**config.mk**
```make
export PLATFORM = sky130hd
export DESIGN_NAME = dmem_arbiter
export DESIGN_NICKNAME = d
export VERILOG_FILES = /design/src/rtl/calc_pkg.sv /design/src/rtl/arb_timeout_ctr.sv /design/src/rtl/dmem_arbiter.sv
export SDC_FILE = /design/constraint.sdc
export NUM_CORES = 1
export LEC_CHECK = 0
export CORE_MARGIN = 2
export CORE_UTILIZATION = 47
export CTS_CLUSTER_SIZE = 24
export DETAILED_ROUTE_END_ITERATION = 8
export PLACE_DENSITY_LB_ADDON = 0.15
export SKIP_CTS_REPAIR_TIMING = 1
export SLEW_MARGIN = 0
export SYNTH_ARGS = -nofsm -noshare
export SYNTH_HDL_FRONTEND = slang
export SYNTH_HIERARCHICAL = 1
export SYNTH_SLANG_ARGS = --single-unit
```
**constraint.sdc**
```tcl
create_clock -name clk -period 3.6 [get_ports clk]
set_input_delay 0.36 -clock clk [delete_from_list [all_inputs] [get_ports clk]]
set_output_delay 0.36 -clock clk [all_outputs]
set_load 0.1 [all_outputs]
```
**src/rtl/calc_pkg.sv**
```systemverilog
// Shared types and constants for the calculator front-end and its data-memory arbiter.
// The mailbox words are where the front-end places its operands and opcode, and where it reads the result.
package calc_pkg;

    typedef enum logic [1:0] {
        IDLE      = 2'd0,
        XFER_CPU  = 2'd1,
        XFER_FPGA = 2'd2,
        ACK       = 2'd3
    } arb_state_t;

    localparam logic [1:0] OWN_NONE = 2'b00;
    localparam logic [1:0] OWN_CPU  = 2'b01;
    localparam logic [1:0] OWN_FPGA = 2'b10;

    localparam logic [31:0] OP1_ADDR = 32'd220;
    localparam logic [31:0] OP2_ADDR = 32'd240;
    localparam logic [31:0] OPC_ADDR = 32'd260;
    localparam logic [31:0] RES_ADDR = 32'd280;

endpackage

```
**src/rtl/arb_timeout_ctr.sv**
```systemverilog
// Loadable 8-bit up-counter. It flags expiry in the enabled cycle whose increment would reach the limit.
// It has no latency beyond the registered count and no backpressure.
module arb_timeout_ctr (
    input  logic       clk,
    input  logic       nrst,
    input  logic       clr,
    input  logic       load,
    input  logic [7:0] load_val,
    input  logic       en,
    input  logic [7:0] limit,
    output logic       expired
);

    logic [7:0] count;

    always_ff @(posedge clk or negedge nrst) begin
        if (!nrst) begin
            count <= 8'd0;
        end else if (clr) begin
            count <= 8'd0;
        end else if (load) begin
            count <= load_val;
        end else if (en) begin
            count <= count + 8'd1;
        end
    end

    assign expired = en && ((count + 8'd1) == limit);

endmodule

```
**src/rtl/dmem_arbiter.sv**
```systemverilog
// Serialises the CPU and the calculator front-end onto the single-port data memory, with the front-end having priority.
// A request becomes mem_req 1 cycle later; the ack pulses 1 cycle after mem_ack or timeout; requesters wait for the ack.
module dmem_arbiter
    import calc_pkg::*;
#(
    parameter int                ADDR_W    = 32,
    parameter int                DATA_W    = 32,
    parameter int                MAX_BURST = 4,
    parameter int                TIMEOUT   = 255,
    parameter logic [DATA_W-1:0] ERR_WORD  = DATA_W'(32'hDEAD_BEEF)
) (
    input  logic              clk,
    input  logic              nrst,
    input  logic              cpu_req,
    input  logic              cpu_we,
    input  logic [ADDR_W-1:0] cpu_addr,
    input  logic [DATA_W-1:0] cpu_wdata,
    output logic [DATA_W-1:0] cpu_rdata,
    output logic              cpu_ack,
    input  logic              fpga_req,
    input  logic              fpga_we,
    input  logic [ADDR_W-1:0] fpga_addr,
    input  logic [DATA_W-1:0] fpga_wdata,
    output logic [DATA_W-1:0] fpga_rdata,
    output logic              fpga_ack,
    input  logic              fpga_lock,
    output logic              mem_req,
    output logic              mem_we,
    output logic [ADDR_W-1:0] mem_addr,
    output logic [DATA_W-1:0] mem_wdata,
    input  logic [DATA_W-1:0] mem_rdata,
    input  logic              mem_ack,
    output logic [1:0]        owner,
    output logic              timeout_err
);

    arb_state_t        state, state_nxt;
    logic              grant_cpu, grant_fpga, burst_full;
    logic              in_xfer, tmo_en, tmo_expired;
    logic [3:0]        burst_cnt;
    logic [1:0]        owner_q;
    logic              cap_we;
    logic [ADDR_W-1:0] cap_addr;
    logic [DATA_W-1:0] cap_wdata;

    // The CPU wins only when the front-end has used up its burst allowance, and never while the front-end holds the lock.
    assign burst_full = (burst_cnt == 4'(MAX_BURST));
    assign grant_cpu  = (state == IDLE) && cpu_req && !fpga_lock && (!fpga_req || burst_full);
    assign grant_fpga = (state == IDLE) && fpga_req && !grant_cpu;
    assign in_xfer    = (state == XFER_CPU) || (state == XFER_FPGA);
    assign tmo_en     = in_xfer && !mem_ack;

    arb_timeout_ctr u_tmo (
        .clk      (clk),
        .nrst     (nrst),
        .clr      (grant_cpu || grant_fpga),
        .load     (1'b0),
        .load_val (8'd0),
        .en       (tmo_en),
        .limit    (8'(TIMEOUT)),
        .expired  (tmo_expired)
    );

    always_ff @(posedge clk or negedge nrst) begin
        if (!nrst) begin
            state <= IDLE;
        end else begin
            state <= state_nxt;
        end
    end

    always_comb begin
        state_nxt = state;
        case (state)
            IDLE: begin
                if (grant_fpga) begin
                    state_nxt = XFER_FPGA;
                end else if (grant_cpu) begin
                    state_nxt = XFER_CPU;
                end
            end
            XFER_CPU, XFER_FPGA: begin
                if (mem_ack || tmo_expired) begin
                    state_nxt = ACK;
                end
            end
            ACK:     state_nxt = IDLE;
            default: state_nxt = IDLE;
        endcase
    end

    always_comb begin
        mem_req   = in_xfer;
        mem_we    = cap_we;
        mem_addr  = cap_addr;
        mem_wdata = cap_wdata;
        owner     = owner_q;
        cpu_ack   = (state == ACK) && (owner_q == OWN_CPU);
        fpga_ack  = (state == ACK) && (owner_q == OWN_FPGA);
    end

    always_ff @(posedge clk or negedge nrst) begin
        if (!nrst) begin
            cap_we      <= 1'b0;
            cap_addr    <= '0;
            cap_wdata   <= '0;
            owner_q     <= OWN_NONE;
            burst_cnt   <= 4'd0;
            cpu_rdata   <= '0;
            fpga_rdata  <= '0;
            timeout_err <= 1'b0;
        end else begin
            if (grant_cpu) begin
                cap_we    <= cpu_we;
                cap_addr  <= cpu_addr;
                cap_wdata <= cpu_wdata;
                owner_q   <= OWN_CPU;
                burst_cnt <= 4'd0;
            end else if (grant_fpga) begin
                cap_we    <= fpga_we;
                cap_addr  <= fpga_addr;
                cap_wdata <= fpga_wdata;
                owner_q   <= OWN_FPGA;
                if (!cpu_req) begin
                    burst_cnt <= 4'd0;
                end else if (!burst_full) begin
                    burst_cnt <= burst_cnt + 4'd1;
                end
            end else if (state == ACK) begin
                owner_q <= OWN_NONE;
            end

            if (state == XFER_CPU && mem_ack) begin
                cpu_rdata <= mem_rdata;
            end else if (state == XFER_CPU && tmo_expired) begin
                cpu_rdata <= ERR_WORD;
            end

            if (state == XFER_FPGA && mem_ack) begin
                fpga_rdata <= mem_rdata;
            end else if (state == XFER_FPGA && tmo_expired) begin
                fpga_rdata <= ERR_WORD;
            end

            if (tmo_expired) begin
                timeout_err <= 1'b1;
            end
        end
    end

endmodule

```
==> results.md <==
- The number of max-slew violations in the final report is 0.
- On the critical path, the stage with the largest delay is an instance of sky130_fd_sc_hd__nor2b_1.
- The congestion estimate from routability-driven global placement came to 0.773.
- Port buffering added 302 buffers.
- In this design, the critical path's most frequently occurring cell is sky130_fd_sc_hd__nor2b_1.
- The per-instance average area after synthesis is 10.4 µm².
- The first global-routing pass estimated 43.5 mm of wire.
- The average wire per cell in the routed design is 18.6 µm.
- Across all hold checks on the routed design, the worst slack comes to 0.0521 ns.
- The initial antenna violation count is 2.
- The final count of hold timing violations is 0.
- The critical path runs through a total of 11 cells.
- The total routing resource utilization after global routing is 25.1%.
- The run finished with clean final reports.
- The floorplan step defined a die boundary enclosing 0.0212 mm².
- The worst register-to-register path has a setup slack of 0.81 ns.
- Along the worst path, the maximum fanout reaches 24.
- The number of cell instances on the worst register-to-register path is 11.
- The H-tree depth reported by CTS is 4.
- The core area is 0.0196 mm².
- The placement row count is 51.
- In this run, synthesis produced a sequential element count of 146.
- The worst pin sits at a relative slew slack of 29.8%.
- The sequential share of the synthesized area is 38.7%.
- For the finished layout, the period the worst path requires is 2.79 ns.
- The ratio of routed vias to standard cells is 5.65.
- Dividing the final minimum period by the clock period gives 77.6%.
- In the synthesized netlist, the number of instances is 906.
- In this run the biggest area consumer among cell types represents 38.7% of the synthesized area.
- In this run the remaining antenna-violating nets after routing total 0.
- Based on the critical path, the design can be clocked at up to 358 MHz.
- The worst setup path is launched from a flip-flop.
- The arrival time at the worst endpoint is 3.15 ns.
- The number of buffers inserted during clock tree synthesis is 17.
- Setup repair after global routing left no endpoint under its margin.
- The number of global-route vias before repair is 8095.
- After synthesis, the cell types taking the most area are sky130_fd_sc_hd__dfrtp_1 (39%), sky130_fd_sc_hd__mux2i_1 (7.0%), sky130_fd_sc_hd__or4bb_1 (5.7%).
- The first detailed-routing pass ran for 4 iterations.
- The proportion of layout cells with a drive suffix above 1 is 9.34%.
- The post-layout utilization of the core is 67.2%.
- The net count of the finished layout is 1350.
- Entering global routing, the biggest net connects 100 pins.
- The setup violation total in the final timing report is 0.
- The number of primary I/O pins is 303.
- The clock passes through at most 2 buffers.
- The non-filler instance count after layout is 1454.
- The worst setup path is captured at a flip-flop.
- The critical setup path kind is flip-flop to flip-flop.
- The clock slew seen by the registers of the worst setup and hold paths is 0.06 ns.
- Including well taps, the total number of placed cells is 1421.
- The count of yosys warnings during synthesis is 6.
- The endpoint of the lowest-slack register-to-register path is fpga_rdata[3].
- Counting both buffers and inverters, the worst setup path holds a total of 2.
- Walking the worst path, the cells encountered are inv_1 -> ha_4 -> nor2b_1 -> nand3_1 -> nor3_1 -> o21ai_0 -> nor3_2 -> nor2_1 -> nor2b_1 -> buf_4 -> o22a_1.
- The remaining design rule violation count is 0.
- The slew at the pin closest to its max-slew limit is 1.05 ns.
- The area of the multi-input gates is 0.00506 mm².
- Summing every instance area after synthesis gives 0.00943 mm².
- The total grt overflow is 0.
- Wires add up to 27.0 mm.
- For this run, the leading register cell type out of synthesis is sky130_fd_sc_hd__dfrtp_1.
- The CTS tree is yes.
- The floorplan step set the die width to 146 µm.
- Across the run, the number of max-cap violations was 0.
- The worst setup path startpoint is state[0].
- The starting utilization of the core area is 48.2%.
- For this run, asynchronously set or reset flops after synthesis account for 100%.
- The layout-stage area growth over the synthesis result is 39.5%.
- For this design, the sink count on the clock tree is 146.
- The overall die height is 146 µm.
- Detailed placement ended at an HPWL of 18.0 mm.
- After the first detailed-routing iteration, the DRC count stood at 446.
- The cell type group with the largest total delay on the critical path is simple AND/OR/NAND/NOR gates.
- The clock latency on the worst-skew pair is 0.42 ns.
- The count of flip-flops with a built-in enable after synthesis is 0.
- The startpoint identified for the worst register-to-register timing path is state[0].
- The library cell with the largest summed area after synthesis is sky130_fd_sc_hd__dfrtp_1.
- The largest single stage delay on the critical path is 0.44 ns.
- The aggregate negative setup slack is 0 ns.
- The worst hold path belongs to the class primary input to asynchronous set/reset pin.
- The fill cell total of the finished layout is 1615.
- The area taken by flip-flops and latches is 0.00365 mm².
- The required time reported for the critical path endpoint is 3.95 ns.
- The post-synthesis cell type count is 57.
- The total via count in the routed design is 8212.
- The clock skew is 0.0125 ns.
- In this run the clock root is driven by a sky130_fd_sc_hd__clkbuf_16.
cells by family (layout without fill, tap and decap cells):
family	after synthesis	in the layout	share of synthesized area (%)
and+or+nand+nor	266	266	21.3
AOI/OAI and AO/OA	229	229	21.6
buffers and inverters	175	432	8.95
DFF	146	146	38.7
muxes	66	66	7.00
xor gates and xnor gates	15	15	1.39
adders and majority gates	7	7	0.928
other	2	28	0.0796
layer usage:
| layer | track usage, % | vias to the layer above | part of all wire (%) |
|---|---|---|---|
| met5 | 0 | - | 0.048 |
| met3 | 8.15 | 36 | 7.3 |
| met4 | 6.91 | 2 | 1.8 |
| met2 | 42.3 | 258 | 48 |
| li1 | - | 3927 | - |
| met1 | 31.0 | 3989 | 43 |
cell usage in the layout, fill, tap and decap left out, drive strengths merged, types with 3 or more instances in the layout:
cell type      count
nor3               4
o21ai              8
nand2             17
nand2b            68
a22o              16
ha                 7
o22a              48
buf               27
nand4              3
mux2i             66
clkdlybuf4s50    298
inv               81
clkbuf            17
a311oi             3
nor2              15
nand3b            70
or4bb             48
nor2b              4
and2               3
o22ai             66
conb              27
nand4bb           17
a221oi            65
xor2               7
dfrtp            146
nand3              7
xnor2              8
a21oi             11
clkinv             7
worst register-to-register path, stage by stage, from the launching register on:
cell	delay, ns
sky130_fd_sc_hd__dfrtp_1	0.40
sky130_fd_sc_hd__inv_1	0.10
sky130_fd_sc_hd__ha_4	0.30
sky130_fd_sc_hd__nor2b_1	0.44
sky130_fd_sc_hd__nand3_1	0.13
sky130_fd_sc_hd__nor3_1	0.19
sky130_fd_sc_hd__o21ai_0	0.12
sky130_fd_sc_hd__nor3_2	0.27
sky130_fd_sc_hd__nor2_1	0.15
sky130_fd_sc_hd__nor2b_1	0.13
sky130_fd_sc_hd__buf_4	0.29
sky130_fd_sc_hd__o22a_1	0.21
worst max path at each step:
stage / to
floorplan: cpu_rdata[10]
global placement: fpga_rdata[7]
detailed placement: fpga_rdata[9]
CTS: fpga_rdata[9]
global route: fpga_rdata[9]
finish: fpga_rdata[3]
cell usage after synthesis, drive strengths merged, types with 36 or more instances:
library cell	n
dfrtp	146
inv	75
nand3b	70
nand2b	68
mux2i	66
o22ai	66
a221oi	65
buf	64
o22a	48
or4bb	48
clkbuf	36
sequential cells by signal (all words and copies together), names as in the netlist:
register / count
state: 2
cpu_rdata: 32
owner: 2
fpga_rdata: 32
mem_wdata: 32
burst_cnt: 4
timeout_err: 1
mem_addr: 32
u_tmo/count: 8
mem_we: 1
final cells by class:
cell class                      instances  share of cell area [%]
Multi-Input combinational cell        610                    38.5
Sequential cell                       146                    27.8
Timing Repair Buffer                  325                    24.5
Clock buffer                           17                    3.23
Tap cell                              265                    2.52
Inverter                               75                    2.14
Clock inverter                         15                    1.40
Antenna cell                            1                  0.0190
per-stage QoR:
stage / worst slack, ns / area [µm²]
after detailed placement: 0.689 / 12500
after CTS: 0.805 / 13200
after floorplan: 0.409 / 9530
final: 0.806 / 13200
after global placement: 0.776 / 12500
after global routing: 0.472 / 13200
Power is not shown: default switching activity piles up to over one toggle a cycle in this logic, so the estimate is an artifact.
